File: config.mk
export PLATFORM = sky130hd
export DESIGN_NAME = kbd_queue
export DESIGN_NICKNAME = d
export VERILOG_FILES = /design/src/rtl/kbd_pkg.sv /design/src/rtl/kbd_fifo.sv /design/src/rtl/kbd_queue.sv
export SDC_FILE = /design/constraint.sdc
export NUM_CORES = 1
export LEC_CHECK = 0
export CELL_PAD_IN_SITES_DETAIL_PLACEMENT = 2
export CELL_PAD_IN_SITES_GLOBAL_PLACEMENT = 2
export CORE_ASPECT_RATIO = 1.4
export CORE_MARGIN = 5
export CORE_UTILIZATION = 25
export CTS_CLUSTER_DIAMETER = 50
export DETAILED_ROUTE_END_ITERATION = 12
export GPL_ROUTABILITY_DRIVEN = 0
export HOLD_SLACK_MARGIN = 0.15
export PLACE_DENSITY_LB_ADDON = 0.1
export SLEW_MARGIN = 40
export SYNTH_ARGS = -nofsm -noshare
export SYNTH_HDL_FRONTEND = slang
export SYNTH_HIERARCHICAL = 1
export SYNTH_SLANG_ARGS = --single-unit
export TNS_END_PERCENT = 100
File: constraint.sdc
create_clock -name clock -period 3.25 [get_ports clock]
set_input_delay 0.65 -clock clock [delete_from_list [all_inputs] [get_ports clock]]
set_output_delay 0.65 -clock clock [all_outputs]
set_load 0.03 [all_outputs]
File: src/rtl/kbd_pkg.sv
// Shared constants, prefix FSM state encoding and queue entry layout for the
// PS/2 scancode queue.
package kbd_pkg;

  localparam logic [7:0] KBD_PFX_EXT = 8'hE0;
  localparam logic [7:0] KBD_PFX_REL = 8'hF0;
  localparam int         KBD_ENTRY_W = 10;

  typedef enum logic [1:0] {
    ST_IDLE,
    ST_EXT,
    ST_REL,
    ST_EXTREL
  } kbd_state_e;

  typedef struct packed {
    logic       ext;
    logic       rel;
    logic [7:0] code;
  } kbd_entry_t;

  function automatic logic kbd_is_prefix(input logic [7:0] b);
    return (b == KBD_PFX_EXT) || (b == KBD_PFX_REL);
  endfunction

endpackage

File: src/rtl/kbd_fifo.sv
// Parameterized synchronous FIFO with flush, occupancy count and a
// combinational head read at the read pointer.
module kbd_fifo #(
  parameter  int DEPTH = 16,
  parameter  int W     = 10,
  localparam int AW    = $clog2(DEPTH)
) (
  input  logic          clock,
  input  logic          reset,
  input  logic          push_i,
  input  logic          pop_i,
  input  logic          flush_i,
  input  logic [W-1:0]  wdata_i,
  output logic [W-1:0]  head_o,
  output logic [AW:0]   count_o,
  output logic          full_o,
  output logic          empty_o
);

  logic [W-1:0]  mem_q [DEPTH];
  logic [AW-1:0] wptr_q, wptr_d;
  logic [AW-1:0] rptr_q, rptr_d;
  logic [AW:0]   count_q, count_d;
  logic          pop_eff;
  logic          push_eff;

  assign empty_o = (count_q == '0);
  assign full_o  = (count_q == (AW+1)'(DEPTH));
  assign count_o = count_q;
  assign head_o  = mem_q[rptr_q];

  // A pop on empty is ignored; a push into a full FIFO only lands when a pop
  // frees the head slot in the same cycle.
  assign pop_eff  = pop_i && !empty_o;
  assign push_eff = push_i && (!full_o || pop_eff);

  always_comb begin
    wptr_d  = wptr_q;
    rptr_d  = rptr_q;
    count_d = count_q;
    if (flush_i) begin
      wptr_d  = '0;
      rptr_d  = '0;
      count_d = '0;
    end else begin
      if (push_eff) wptr_d = wptr_q + AW'(1);
      if (pop_eff)  rptr_d = rptr_q + AW'(1);
      case ({push_eff, pop_eff})
        2'b10:   count_d = count_q + (AW+1)'(1);
        2'b01:   count_d = count_q - (AW+1)'(1);
        default: count_d = count_q;
      endcase
    end
  end

  always_ff @(posedge clock or posedge reset) begin
    if (reset) begin
      wptr_q  <= '0;
      rptr_q  <= '0;
      count_q <= '0;
    end else begin
      wptr_q  <= wptr_d;
      rptr_q  <= rptr_d;
      count_q <= count_d;
    end
  end

  always_ff @(posedge clock) begin
    if (push_eff && !flush_i) mem_q[wptr_q] <= wdata_i;
  end

endmodule

File: src/rtl/kbd_queue.sv
// PS/2 scancode queue: folds E0/F0 prefixes into per-key flags, buffers keys
// in a FIFO for the CPU and toggles an interrupt per queued key.
module kbd_queue
  import kbd_pkg::*;
#(
  parameter  int DEPTH = 16,
  localparam int AW    = $clog2(DEPTH)
) (
  input  logic        clock,
  input  logic        reset,
  input  logic        ps2_hit,
  input  logic [7:0]  ps2_data,
  input  logic        rd,
  input  logic        clr,
  output logic [7:0]  kb_data,
  output logic [1:0]  kb_flags,
  output logic [AW:0] kb_count,
  output logic        kb_ovf,
  output logic        kb_intr
);

  kbd_state_e state_q, state_d;
  logic       ovf_q, ovf_d;
  logic       intr_q, intr_d;
  logic       key_done;
  logic       cur_ext;
  logic       cur_rel;
  logic       key_accept;
  logic       key_drop;
  kbd_entry_t new_entry;
  kbd_entry_t head_entry;
  logic       fifo_full;
  logic       fifo_empty;

  always_ff @(posedge clock or posedge reset) begin
    if (reset) state_q <= ST_IDLE;
    else       state_q <= state_d;
  end

  always_comb begin
    state_d = state_q;
    if (clr) begin
      state_d = ST_IDLE;
    end else if (ps2_hit) begin
      if (ps2_data == KBD_PFX_EXT) begin
        case (state_q)
          ST_IDLE: state_d = ST_EXT;
          ST_REL:  state_d = ST_EXTREL;
          default: state_d = state_q;
        endcase
      end else if (ps2_data == KBD_PFX_REL) begin
        case (state_q)
          ST_IDLE: state_d = ST_REL;
          ST_EXT:  state_d = ST_EXTREL;
          default: state_d = state_q;
        endcase
      end else begin
        state_d = ST_IDLE;
      end
    end
  end

  always_comb begin
    key_done = ps2_hit && !kbd_is_prefix(ps2_data);
    cur_ext  = (state_q == ST_EXT) || (state_q == ST_EXTREL);
    cur_rel  = (state_q == ST_REL) || (state_q == ST_EXTREL);
  end

  assign new_entry = '{ext: cur_ext, rel: cur_rel, code: ps2_data};

  // Mirrors the FIFO's own accept rule; a full FIFO is never empty, so rd
  // always frees a slot there. clr discards the incoming byte outright.
  assign key_accept = key_done && !clr && (!fifo_full || rd);
  assign key_drop   = key_done && !clr && fifo_full && !rd;

  always_comb begin
    ovf_d  = ovf_q;
    intr_d = intr_q;
    if (clr)           ovf_d = 1'b0;
    else if (key_drop) ovf_d = 1'b1;
    if (key_accept)    intr_d = !intr_q;
  end

  always_ff @(posedge clock or posedge reset) begin
    if (reset) begin
      ovf_q  <= 1'b0;
      intr_q <= 1'b0;
    end else begin
      ovf_q  <= ovf_d;
      intr_q <= intr_d;
    end
  end

  kbd_fifo #(
    .DEPTH (DEPTH),
    .W     (KBD_ENTRY_W)
  ) u_fifo (
    .clock   (clock),
    .reset   (reset),
    .push_i  (key_done),
    .pop_i   (rd),
    .flush_i (clr),
    .wdata_i (new_entry),
    .head_o  (head_entry),
    .count_o (kb_count),
    .full_o  (fifo_full),
    .empty_o (fifo_empty)
  );

  assign kb_data  = fifo_empty ? 8'h00 : head_entry.code;
  assign kb_flags = fifo_empty ? 2'b00 : {head_entry.ext, head_entry.rel};
  assign kb_ovf   = ovf_q;
  assign kb_intr  = intr_q;

endmodule

## Word-level counts from Yosys, hierarchy flattened

Memory sizes are Yosys's and may differ from the RTL's.
Cells that the tools add are included.

| word-level totals | value |
|---|---|
| register bits | 17 |
| memories | 1 |
| bits of input ports | 13 |
| memory bits (writable) | 160 |
| output and inout port bits | 17 |
| word-level logic and storage cells | 66 |

| cells by class | value |
|---|---|
| reduce and logical (&&, ||, !) cells | 27 |
| mux-type cells | 18 |
| equal/unequal tests | 10 |
| $add $sub $neg | 4 |

Memories:

| name | depth | width | read ports | clocked after Yosys merged registers in | wr ports | line | source |
|---|---|---|---|---|---|---|---|
| u_fifo.mem_q | 16 | 10 | 1 | 0 | 1 | kbd_fifo.sv:20 | `logic [W-1:0] mem_q [DEPTH];` |

Operators with widths:

| kind | number |
|---|---|
| == test 8 bit, second input constant | 2 |
| two-way mux 4 bit | 4 |
| two-way mux 2 bit | 5 |
| case mux 5 bit (2 select lines) | 1 |
| adder 4 x 1 -> 4 bit, second input constant | 2 |
| logical AND 1 bit | 8 |
| two-way mux 8 bit | 1 |
| case mux 2 bit (2 select lines) | 2 |
| nonzero test 2 bit | 4 |
| == test 2 bit, second input constant | 3 |
| logical NOT 1 bit | 6 |
| adder 5 x 1 -> 5 bit, second input constant | 1 |
| == test 5 bit, second input constant | 1 |
| logical NOT 5 bit | 1 |
| logical OR 1 bit | 5 |
| two-way mux 5 bit | 1 |
| != test 5 x 3 -> 1 bit, second input constant | 1 |
| subtractor 5 x 1 -> 5 bit, second input constant | 1 |
| == test 2 x 1 -> 1 bit, second input constant | 2 |
| two-way mux 1 bit | 4 |
| != test 4 x 2 -> 1 bit, second input constant | 1 |
| AND reduction 3 bit | 1 |
| nonzero test 3 bit | 1 |
| logical NOT 2 bit | 1 |

## Logic depth before layout (Yosys ltp)

Gate-level depths: netlist of run 1.

| logic depth | value |
|---|---|
| depth in word-level cells | 9 |
| gate-level depth with buffers | 10 |
| depth with buffers taken out | 10 |

## Hierarchy

The synthesis of run 1 kept the hierarchy.

Modules (own cells, without submodules):

| module | area each (um^2) | cells each | seq. area each (um^2) | instances |
|---|---|---|---|---|
| kbd_fifo | 7015.5 | 340 | 5129.9 | 1 |
| kbd_queue | 292.8 | 32 | 100.1 | 1 |

## Least setup slack after synthesis of run 1

No wires, ideal clock.

| path | value |
|---|---|
| kind | input to register |
| start | input port ps2_data[0] |
| end | register u_fifo.count_q[4] (netlist: u_fifo/count_o[4]) |
| stages on the path | 10 |
| path slack | 510 ps |
| arrival time | 2604 ps |
| buffers on the path | 0 |
| data required time | 3114 ps |
| library setup time | 136 ps |
| cells stage by stage | and4bb_1 a21boi_2 inv_1 o211ai_4 inv_2 ha_1 or2_2 o21a_1 o2111ai_1 a21oi_1 |

| between the ends | value |
|---|---|
| cells in the longest elaborated chain, start to end | 8 |

Ends and longest elaborated chain:

| item | line | source |
|---|---|---|
| start, declared | kbd_queue.sv:12 | `input logic [7:0] ps2_data,` |
| == test 8 bit | kbd_pkg.sv:23 | `return (b == KBD_PFX_EXT) \|\| (b == KBD_PFX_REL);` |
| logical OR 1 bit * | kbd_pkg.sv:23 |  |
| logical NOT 1 bit * | kbd_queue.sv:64 | `key_done = ps2_hit && !kbd_is_prefix(ps2_data);` |
| logical AND 1 bit * | kbd_queue.sv:64 |  |
| named net key_done | kbd_queue.sv:25 | `logic key_done;` |
| logical AND 1 bit * | kbd_fifo.sv:35 | `assign push_eff = push_i && (!full_o \|\| pop_eff);` |
| == test 2 x 1 -> 1 bit / == test 2 bit (equally long branches) | kbd_fifo.sv:48 | `case ({push_eff, pop_eff})` |
| case mux 5 bit (2 select lines) | kbd_fifo.sv:48 |  |
| two-way mux 5 bit | kbd_fifo.sv:41 | `if (flush_i) begin` |
| end signal, assigned | kbd_fifo.sv:64 | `count_q <= count_d;` |
| end, declared | kbd_fifo.sv:23 | `logic [AW:0] count_q, count_d;` |

The timed path passes the listed nets; every way through them passes the cells marked *.
A chain may end at the register's enable or synchronous reset.

==> results of run 1 <==
metrics by stage:
| step | setup slack (ns) | area (um2) |
|---|---|---|
| after floorplan | 0.5100 | 7308 |
| after global placement | 0.01858 | 8563 |
| after detailed placement | -0.02368 | 8563 |
| after CTS | -0.06269 | 9188 |
| after global routing | -0.03184 | 9193 |
| final | 0.06646 | 9193 |
per-layer routing:
layer | GRT usage [%] | vias up | part of all wire (%)
met5 | 0 | - | 0
met4 | 3.473 | 0 | 1.0
met3 | 3.604 | 10 | 3.3
met2 | 26.37 | 61 | 56
met1 | 16.33 | 2133 | 39
li1 | - | 1695 | -
power by group through the flow:
stage,clock network (uW),registers [uW],logic [uW]
after floorplan,0,2690,1170
after global placement,0,2680,1960
after detailed placement,0,2680,1970
after CTS,1990,2630,2090
after global routing,2070,2640,2210
final,1910,2630,2030
layout make-up:
class,instances,area [um2]
inverter,12,45.04
multi-input combinational,166,1959
clock buffer,20,436.7
fill,2988,19880
clock inverter,12,93.84
sequential,177,5233
tap,380,475.5
timing repair buffer,95,949.7
synthesized netlist by cell type, drive strengths merged, types with 5 or more instances:
cell type	count	area (um2)
edfxtp	160	4805
dfrtp	17	425.4
nor2b	16	100.1
nor3	5	25.02
a21oi	6	30.03
ha	8	100.1
nand2	6	22.52
clkbuf	10	37.54
buf	7	51.30
nor2	27	101.4
inv	12	45.04
mux4	50	1126
how the worst min path moves through the flow:
stage	slack, ns	startpoint	endpoint	cells after the start
after floorplan	0.42	reset	kb_intr	1
after global placement	0.51	kb_intr	kb_intr	1
after detailed placement	0.51	kb_intr	kb_intr	1
after CTS	0.42	reset	kb_ovf	2
after global routing	0.46	reset	kb_intr	2
final	0.43	reset	kb_intr	2
worst max-delay path: stages (launching register included):
cell	delay, ns
dfrtp_2	0.44
buf_12	0.16
buf_12	0.14
mux4_2	0.51
mux4_2	0.52
nor2b_4	0.17
buf_6	0.14
sequential cells by signal (all words and copies together) (netlist names):
name	cells
u_fifo/mem_q	160
u_fifo/wptr_q	4
u_fifo/count_o	5
kb_intr	1
u_fifo/rptr_q	4
kb_ovf	1
state_q	2
timing repair:
action,in CTS,in global routing
setup endpoints to repair,10,8
hold endpoints to repair,0,0
gates resized for setup,35,10
gates cloned,1,0
setup buffers,7,0
logic make-up (layout without fill, tap and decap cells):
family                   Yosys count  count (layout)
AO/OA/AOI/OAI                     28              28
flip-flops                       177             177
adder cells (fa/ha/maj)            9               9
AND/OR/NAND/NOR                   69              69
multiplexers                      53              53
XOR/XNOR                           7               7
buffers and inverters             29             139
==> impl_metrics.toml, run 1 <==
[outcome]
status = "finished, final reports clean"

[clock_tree]
clock-sinks = 177
cts_root_buffer = "clkbuf_16"
cts_buffers = 17
clkLatencyLatePin_ns = 0.44
clk_pin_slew_ns = 0.07
cts_tree = "built"
cts_hold_buf = 0
clk_path_buf_depth = 2
htree_levels = 4

[setup_path]
r2r-end = "u_fifo/count_o[3]"
rr_worst_depth = 10
crit_fanout = 7
critPathLaunchType = "register"
worstSetupPathType = "register to output pin"
cp-endpoint = "kb_data[6]"
startpoint = "u_fifo/rptr_q[0]"
worstSetupEndpointType = "output pin"
r2r_setup_slack_ns = 0.56
required_ns = 2.60
rr_startpoint = "u_fifo/count_o[0]"
critPathArrivalTime_ns = 2.53

[min_path]
hold_class = "primary input to async pin"

[drt]
ant_nets = 0
drtPass1Iterations = 4
vias_per_cell = 4.523
drt_iter0_drc = 231
drc = 0
drt_wl_total_mm = 21.82
wl_per_cell_um = 25.31
vias = 3899

[run]
maxCapViolCount = 0

[power]
p_int_uw = 4562
power_uw = 6560
p_leak_uw = 0.003054
clockPowerShare_pct = 29.1
switchingPower_uw = 1999
switching_share_pct = 30.47
vdd.ir_drop.worst_v = 0.0004005
power_density_nw_per_um2 = 713.6
p_seq_share_pct = 40.0
pwr-share-comb_pct = 30.9

[floorplanning]
dieArea_um2 = 32800
placeableCoreArea_um2 = 29070
start_util_pct = 25.14
die_y_um = 212.3
fp.dieW_um = 154.5
ios = 30
rows = 74

[global_route]
grt-ovfl-total = 0
grt_usage_pct = 14.20
grt_pass1_vias = 4611
antenna_found_initial = 0
grt_pass1_wl_mm = 32.64
grt_max_degree = 25

[yosys]
synthMuxAreaShare_pct = 15.84
ys_ff_latch = 177
synth-edff-count = 160
ys_warn_count = 6
async_flop_share_pct = 9.605
synthCells = 372
synth_ff_type = "edfxtp_1"
yosys.area_share.simple_pct = 4.931
syn_area_um2 = 7308
synth_xor_area_share_pct = 0.8389
yosys.cell_types.count = 46
syn_nets = 394
synth-compound-area-share_pct = 3.356
syn_area_per_cell_um2 = 19.65
ys_seq_area_share_pct = 71.56
synth_top_family_by_area = "multiplexers"
synthAdderAreaFrac_pct = 1.644

[sta]
finalCritPeriodShare_pct = 97.96
rsz0062_at_grt = "yes"
clock_skew_ns = 0.008838
whs_ns = 0.4349
min_period_ns = 3.184
slew_headroom_pct = 55.96
setup_viol = 0
setup_tns_ns = 0
hold_viol_final = 0
worst_pin_slew_ns = 0.6599
fmax_mhz = 314.1
report.final.slew_viol_count = 0

[placement]
dpl.cell_count = 822
port_buffers = 29
hpwlAfterDp_mm = 14.66

[layout]
utilization_pct = 31.62
drive_above_1_share_pct = 34.44
syn_to_final_growth_pct = 25.78
nets = 491
n_antenna_cell = 0
final_cell_mix = "edfxtp_1, buf_4, mux4_2"
final_cells = 862
final_common_cell = "edfxtp_1"
Power figures use the tool's default switching activity.
==> inputs of run 2 (changes only) <==
--- a/config.mk
+++ b/config.mk
@@ -10,7 +10,6 @@
 export CORE_ASPECT_RATIO = 1.4
 export CORE_MARGIN = 5
 export CORE_UTILIZATION = 25
-export CTS_CLUSTER_DIAMETER = 50
 export DETAILED_ROUTE_END_ITERATION = 12
 export GPL_ROUTABILITY_DRIVEN = 0
 export HOLD_SLACK_MARGIN = 0.15
==> results of run 2 <==
Same layout as run 1: the final DEF is identical, and so are final timing and power.
